--- src/rtl/clk_div_monitor.sv ---
// clk_div_monitor
// Receives a divided clock (for example a basys_clk divider output) and
// brings it into the basys_clk domain. It produces one-cycle rise and fall
// strobes for downstream clock-enable use. It also measures every
// half-period and reports lock once the measurement has been stable for
// LOCK_COUNT consecutive half-periods.
//
// Parameters
//   EXP_HALF   expected half-period in basys_clk cycles (>= 2)
//   TOL        allowed absolute deviation from EXP_HALF
//   LOCK_COUNT consecutive good half-periods needed to lock (>= 1)
//   CNT_W      width of the period counter and half_period
//
// Ports
//   basys_clk    in   system clock, sole clock
//   rst_n        in   async active-low reset, clears every flop
//   clk_in       in   divided clock to monitor, may be asynchronous
//   rise_pulse   out  one-cycle strobe per rising edge of clk_in
//   fall_pulse   out  one-cycle strobe per falling edge of clk_in
//   half_period  out  last measured half-period, in cycles
//   locked       out  measurement stable and in tolerance
//   err          out  one-cycle strobe per tolerance violation or stall
//   err_count    out  saturating count of err strobes
//
// state   | meaning
// --------+------------------------------------------------------------
// IDLE    | no reference edge yet (after reset or stall); no checking
// ACQUIRE | counting consecutive in-tolerance half-periods
// LOCKED  | LOCK_COUNT good half-periods seen, still in tolerance
module clk_div_monitor #(
   parameter int EXP_HALF   = 3,
   parameter int TOL        = 0,
   parameter int LOCK_COUNT = 8,
   parameter int CNT_W      = 16
) (
   input  logic             basys_clk,
   input  logic             rst_n,
   input  logic             clk_in,
   output logic             rise_pulse,
   output logic             fall_pulse,
   output logic [CNT_W-1:0] half_period,
   output logic             locked,
   output logic             err,
   output logic [7:0]       err_count
);

   localparam int GW = $clog2(LOCK_COUNT + 1);
   localparam logic [CNT_W:0]   EXP_X    = (CNT_W+1)'(EXP_HALF);
   localparam logic [CNT_W:0]   TOL_X    = (CNT_W+1)'(TOL);
   // Stall fires on the edge where run_cnt would become 2*EXP_HALF+TOL.
   localparam logic [CNT_W-1:0] STALL_M1 = CNT_W'(2*EXP_HALF + TOL - 1);
   localparam logic [GW-1:0]    LOCK_N   = GW'(LOCK_COUNT);

   typedef enum logic [1:0] {
      ST_IDLE = 2'd0,
      ST_ACQ  = 2'd1,
      ST_LOCK = 2'd2
   } state_t;

   state_t           state_q, state_d;
   logic             s1_q, s1_d, s2_q, s2_d, s3_q, s3_d;
   logic             rise_q, rise_d, fall_q, fall_d;
   logic [CNT_W-1:0] run_cnt_q, run_cnt_d;
   logic [CNT_W-1:0] half_period_q, half_period_d;
   logic [GW-1:0]    good_cnt_q, good_cnt_d;
   logic             locked_q, locked_d;
   logic             err_q, err_d;
   logic [7:0]       err_count_q, err_count_d;

   logic             edge_det;
   logic             stall;
   logic             in_tol;
   logic [CNT_W-1:0] meas;
   logic [CNT_W:0]   meas_x;
   logic [CNT_W:0]   diff;
   logic [GW-1:0]    good_inc;

   always_comb begin
      edge_det = s2_q ^ s3_q;
      meas     = (run_cnt_q == '1) ? run_cnt_q : run_cnt_q + CNT_W'(1);
      meas_x   = {1'b0, meas};
      diff     = (meas_x >= EXP_X) ? (meas_x - EXP_X) : (EXP_X - meas_x);
      in_tol   = (diff <= TOL_X);
      // An edge in the threshold cycle wins over the stall.
      stall    = !edge_det && (run_cnt_q == STALL_M1);
      good_inc = good_cnt_q + GW'(1);
   end

   always_comb begin
      s1_d          = clk_in;
      s2_d          = s1_q;
      s3_d          = s2_q;
      rise_d        = s2_q & ~s3_q;
      fall_d        = ~s2_q & s3_q;
      run_cnt_d     = edge_det ? '0 : meas;
      half_period_d = half_period_q;
      state_d       = state_q;
      good_cnt_d    = good_cnt_q;
      err_d         = 1'b0;

      case (state_q)
         ST_IDLE: begin
            // The first interval after reset/stall has an arbitrary phase,
            // so it is neither checked nor reported.
            if (edge_det) begin
               state_d    = ST_ACQ;
               good_cnt_d = '0;
            end
         end
         ST_ACQ: begin
            if (edge_det) begin
               half_period_d = meas;
               if (in_tol) begin
                  good_cnt_d = good_inc;
                  if (good_inc == LOCK_N) state_d = ST_LOCK;
               end else begin
                  good_cnt_d = '0;
                  err_d      = 1'b1;
               end
            end else if (stall) begin
               state_d    = ST_IDLE;
               good_cnt_d = '0;
               err_d      = 1'b1;
            end
         end
         ST_LOCK: begin
            if (edge_det) begin
               half_period_d = meas;
               if (!in_tol) begin
                  state_d    = ST_ACQ;
                  good_cnt_d = '0;
                  err_d      = 1'b1;
               end
            end else if (stall) begin
               state_d    = ST_IDLE;
               good_cnt_d = '0;
               err_d      = 1'b1;
            end
         end
         default: begin
            state_d    = ST_IDLE;
            good_cnt_d = '0;
         end
      endcase

      locked_d    = (state_d == ST_LOCK);
      err_count_d = (err_d && (err_count_q != 8'hFF)) ? err_count_q + 8'd1
                                                      : err_count_q;
   end

   always_ff @(posedge basys_clk or negedge rst_n) begin
      if (!rst_n) begin
         s1_q          <= 1'b0;
         s2_q          <= 1'b0;
         s3_q          <= 1'b0;
         rise_q        <= 1'b0;
         fall_q        <= 1'b0;
         run_cnt_q     <= '0;
         half_period_q <= '0;
         good_cnt_q    <= '0;
         state_q       <= ST_IDLE;
         locked_q      <= 1'b0;
         err_q         <= 1'b0;
         err_count_q   <= 8'd0;
      end else begin
         s1_q          <= s1_d;
         s2_q          <= s2_d;
         s3_q          <= s3_d;
         rise_q        <= rise_d;
         fall_q        <= fall_d;
         run_cnt_q     <= run_cnt_d;
         half_period_q <= half_period_d;
         good_cnt_q    <= good_cnt_d;
         state_q       <= state_d;
         locked_q      <= locked_d;
         err_q         <= err_d;
         err_count_q   <= err_count_d;
      end
   end

   assign rise_pulse  = rise_q;
   assign fall_pulse  = fall_q;
   assign half_period = half_period_q;
   assign locked      = locked_q;
   assign err         = err_q;
   assign err_count   = err_count_q;

endmodule

--- config.mk ---
export PLATFORM = sky130hd
export DESIGN_NAME = clk_div_monitor
export DESIGN_NICKNAME = d
export VERILOG_FILES = /design/src/rtl/clk_div_monitor.sv
export SDC_FILE = /design/constraint.sdc
export NUM_CORES = 1
export LEC_CHECK = 0
export ABC_AREA = 0
export CORE_ASPECT_RATIO = 0.9
export CORE_MARGIN = 10
export CORE_UTILIZATION = 61
export DETAILED_ROUTE_END_ITERATION = 6
export PLACE_DENSITY = 0.91
export SETUP_SLACK_MARGIN = 0.1
export SLEW_MARGIN = 20
export SYNTH_ARGS = -nofsm -noshare
export SYNTH_HDL_FRONTEND = slang
export SYNTH_SLANG_ARGS = --single-unit
--- constraint.sdc ---
create_clock -name basys_clk -period 8.5 [get_ports basys_clk]
set_input_delay 0.85 -clock basys_clk [delete_from_list [all_inputs] [get_ports basys_clk]]
set_output_delay 0.85 -clock basys_clk [all_outputs]
set_load 0.02 [all_outputs]
==> impl_metrics.py <==
metrics = {
    "status": {
        "outcome": "finished, final reports clean",
    },
    "finish": {
        "layout-drive-gt1-share_pct": 9.71,
        "area_growth_pct": 13.8,
        "nets": 364,
        "diodes": 0,
        "final_cell_area_mm2": 0.00349,
        "instances_no_fill": 415,
        "fillers": 356,
    },
    "clocking": {
        "clk_latency_ns": 0.31,
        "htreeDepth": 2,
        "cts_buffers": 5,
        "clk_path_buf_depth": 2,
        "cts_tree": "yes",
        "cts_resized": 0,
        "cts_setup_buffers": 0,
        "clkTransAtPathRegs_ns": 0.10,
        "clock_sinks": 53,
        "cts_hold_buf": 0,
        "cts_root_buf": "clkbuf_8",
    },
    "logic_synthesis": {
        "yosys_warnings": 0,
        "netlist.area_leader.share_pct": 43.3,
        "syn_area_per_cell_um2": 9.57,
        "ys_ff_latch": 53,
        "synth_top_area_cell": "dfrtp_1",
        "ys_seq_area_share_pct": 43.3,
        "synthCells": 320,
        "syn_area_mm2": 0.00306,
        "synthTopCellsByArea": "dfrtp_1 43%, nand2_1 5.1%, ha_1 4.9%",
        "syn_nets": 335,
        "synth_enable_flop_cells": 0,
        "ys.flop_type": "dfrtp_1",
        "async_reset_ff_share_pct": 100,
        "ys_types": 62,
    },
    "place": {
        "dp.cells": 407,
        "portBuffers": 30,
        "dpl_cell_area_mm2": 0.00340,
        "hpwl_um": 5110,
        "place_congestion": 0.941,
    },
    "pwr": {
        "ir_worst_vdd_mv": 0.139,
        "powerDensity_mw_per_mm2": 208,
        "p_leak_nw": 1.59,
    },
    "critical_path": {
        "start_kind": "flip-flop",
        "arrival_ns": 3.93,
        "cp-startpoint": "run_cnt_q[5]",
        "r2r_start": "run_cnt_q[5]",
        "path_class": "flip-flop to flip-flop",
        "critPathRequiredTime_ns": 8.70,
        "worst-path-max-fanout": 10,
        "end_kind": "flip-flop",
        "timing.reg2reg.setup_slack_ns": 4.77,
    },
    "routing": {
        "drt-initial-drc-count": 251,
        "route.vias.total": 2498,
        "wirelength_um": 6970,
        "drt_first_pass_iters": 5,
        "drc": 0,
        "routedWlPerCell_um": 16.8,
        "avgViaCountPerCell": 6.02,
        "ant_nets": 0,
    },
    "timing": {
        "rsz0062_at_grt": "false",
        "period_needed_ns": 3.73,
        "timing.final.max_slew_violations": 0,
        "tightestPinTransition_ns": 0.799,
        "tns_ns": 0,
        "clock_skew_ns": 0.00796,
        "slew_headroom_pct": 46.6,
        "finalCritPeriodShare_pct": 43.8,
        "max_freq_mhz": 268,
        "final-setup-viol-count": 0,
        "hold_violations": 0,
    },
    "grt": {
        "antenna_found_initial": 0,
        "grt_pass1_wl_um": 11800,
        "overflow": 0,
        "grt_usage_pct": 17.6,
        "grt_max_degree": 54,
        "grt_pass1_vias": 2433,
    },
    "die": {
        "core_mm2": 0.00486,
        "row_count": 24,
        "dieHeight_um": 87.2,
        "dieArea_mm2": 0.00826,
        "die_x_um": 94.7,
        "start_util_pct": 63.0,
        "io_pins": 31,
    },
    "min_path": {
        "hold_path.class": "flip-flop to flip-flop",
        "worstHoldStart": "s1_q",
    },
    "flow_run": {
        "maxCapViolCount": 0,
    },
}
==> layout make-up <==
cell class,count,area (um^2),area share (%)
timing repair buffer,31,303,8.69
clock buffer,6,72.6,2.08
multi-input combinational,244,1640,46.9
tap,65,81.3,2.33
sequential,53,1330,38.0
clock inverter,2,15.0,0.431
inverter,14,52.6,1.51
==> cell usage in the layout, fill, tap and decap left out, types with 4 or more instances in the layout <==
| cell type | n |
|---|---|
| nor2_1 | 27 |
| o21ai_0 | 21 |
| inv_1 | 13 |
| a21oi_1 | 13 |
| nor3_1 | 7 |
| xor2_1 | 9 |
| or3_1 | 4 |
| nor4_1 | 4 |
| nand4_1 | 4 |
| dfrtp_1 | 53 |
| nand3_1 | 10 |
| and3_1 | 11 |
| mux2i_1 | 4 |
| clkdlybuf4s50_1 | 29 |
| nand2_1 | 42 |
| and2_1 | 6 |
| xnor2_1 | 5 |
| mux2_2 | 5 |
| clkbuf_8 | 5 |
| ha_1 | 12 |
==> cell usage after synthesis (3+ instances only) <==
library cell  number
dfrtp_1           53
nand2_1           42
nor2_1            27
o21ai_0           21
a21oi_1           13
inv_1             13
ha_1              12
and3_1            11
nand3_1           10
xor2_1             9
nor3_1             7
and2_1             6
mux2_2             5
xnor2_1            5
clkbuf_1           4
mux2i_1            4
nand4_1            4
nor4_1             4
or3_1              4
a22o_1             3
buf_2              3
nand3_2            3
nor3b_1            3
nor4_2             3
o211ai_1           3
o31ai_1            3
==> critical path, cell delays in order, from the launching register on <==
cell	delay [ns]
dfrtp_1	0.57
nand3_2	0.19
nor4_2	0.46
mux2i_1	0.51
nand2_1	0.11
or4_4	0.51
nor4_2	0.33
o32ai_2	0.16
a21oi_4	0.26
nand2b_1	0.17
mux2_1	0.33
==> routing by layer <==
metal	wire length (um)	track usage, %	part of all wire, %	up-vias
met2	3140	28.1	45	105
met3	552	4.22	7.9	19
met5	0	0	0	-
met4	124	5.43	1.8	0
met1	3150	23.0	45	1187
li1	-	-	-	1187
==> report_power, final <==
| part | switching [mW] | internal [mW] | total, mW |
|---|---|---|---|
| clock | 0.0838 | 0.0582 | 0.142 |
| combinational | 0.157 | 0.114 | 0.271 |
| sequential | 0.0308 | 0.283 | 0.314 |
==> stage by stage <==
| stage | total power, mW | utilization (%) | setup slack (ns) | hold WS [ns] |
|---|---|---|---|---|
| after detailed placement | 0.588 | 69.9 | 4.83 | 0.346 |
| after CTS | 0.729 | 71.7 | 4.81 | 0.377 |
| after global placement | 0.573 | 69.9 | 5.01 | 0.333 |
| final | 0.727 | 71.7 | 4.77 | 0.385 |
| after global routing | 0.773 | 71.7 | 4.47 | 0.389 |
| after floorplan | 0.490 | - | 5.31 | 0.331 |
==> worst paths after layout <==
check | endpoint | cells after the start
min in group asynchronous | half_period[10] | 2
worst max register to register | err_count[6] | 10
max in group asynchronous | run_cnt_q[6] | 2
worst max-delay path | err_count[6] | 10
worst min-delay path | s2_q | 0
worst min register to register | s2_q | 0
==> state kept, by name, indices dropped and copies added (netlist names) <==
register	flops
half_period	16
locked	1
s2_q	1
state_q	2
fall_pulse	1
run_cnt_q	16
s3_q	1
good_cnt_q	4
rise_pulse	1
s1_q	1
err	1
err_count	8
==> cell families (layout without fill, tap and decap cells) <==
kind of cell,count (synthesis),in the layout,synth area share (%)
mux,12,12,4.62
flops,53,53,43.3
fa+ha+maj,12,12,4.90
xor+xnor,14,14,4.00
buf+inv,23,53,3.31
compound gates,64,64,14.2
simple gates,142,142,25.7
(Power assumes the default switching activity.)
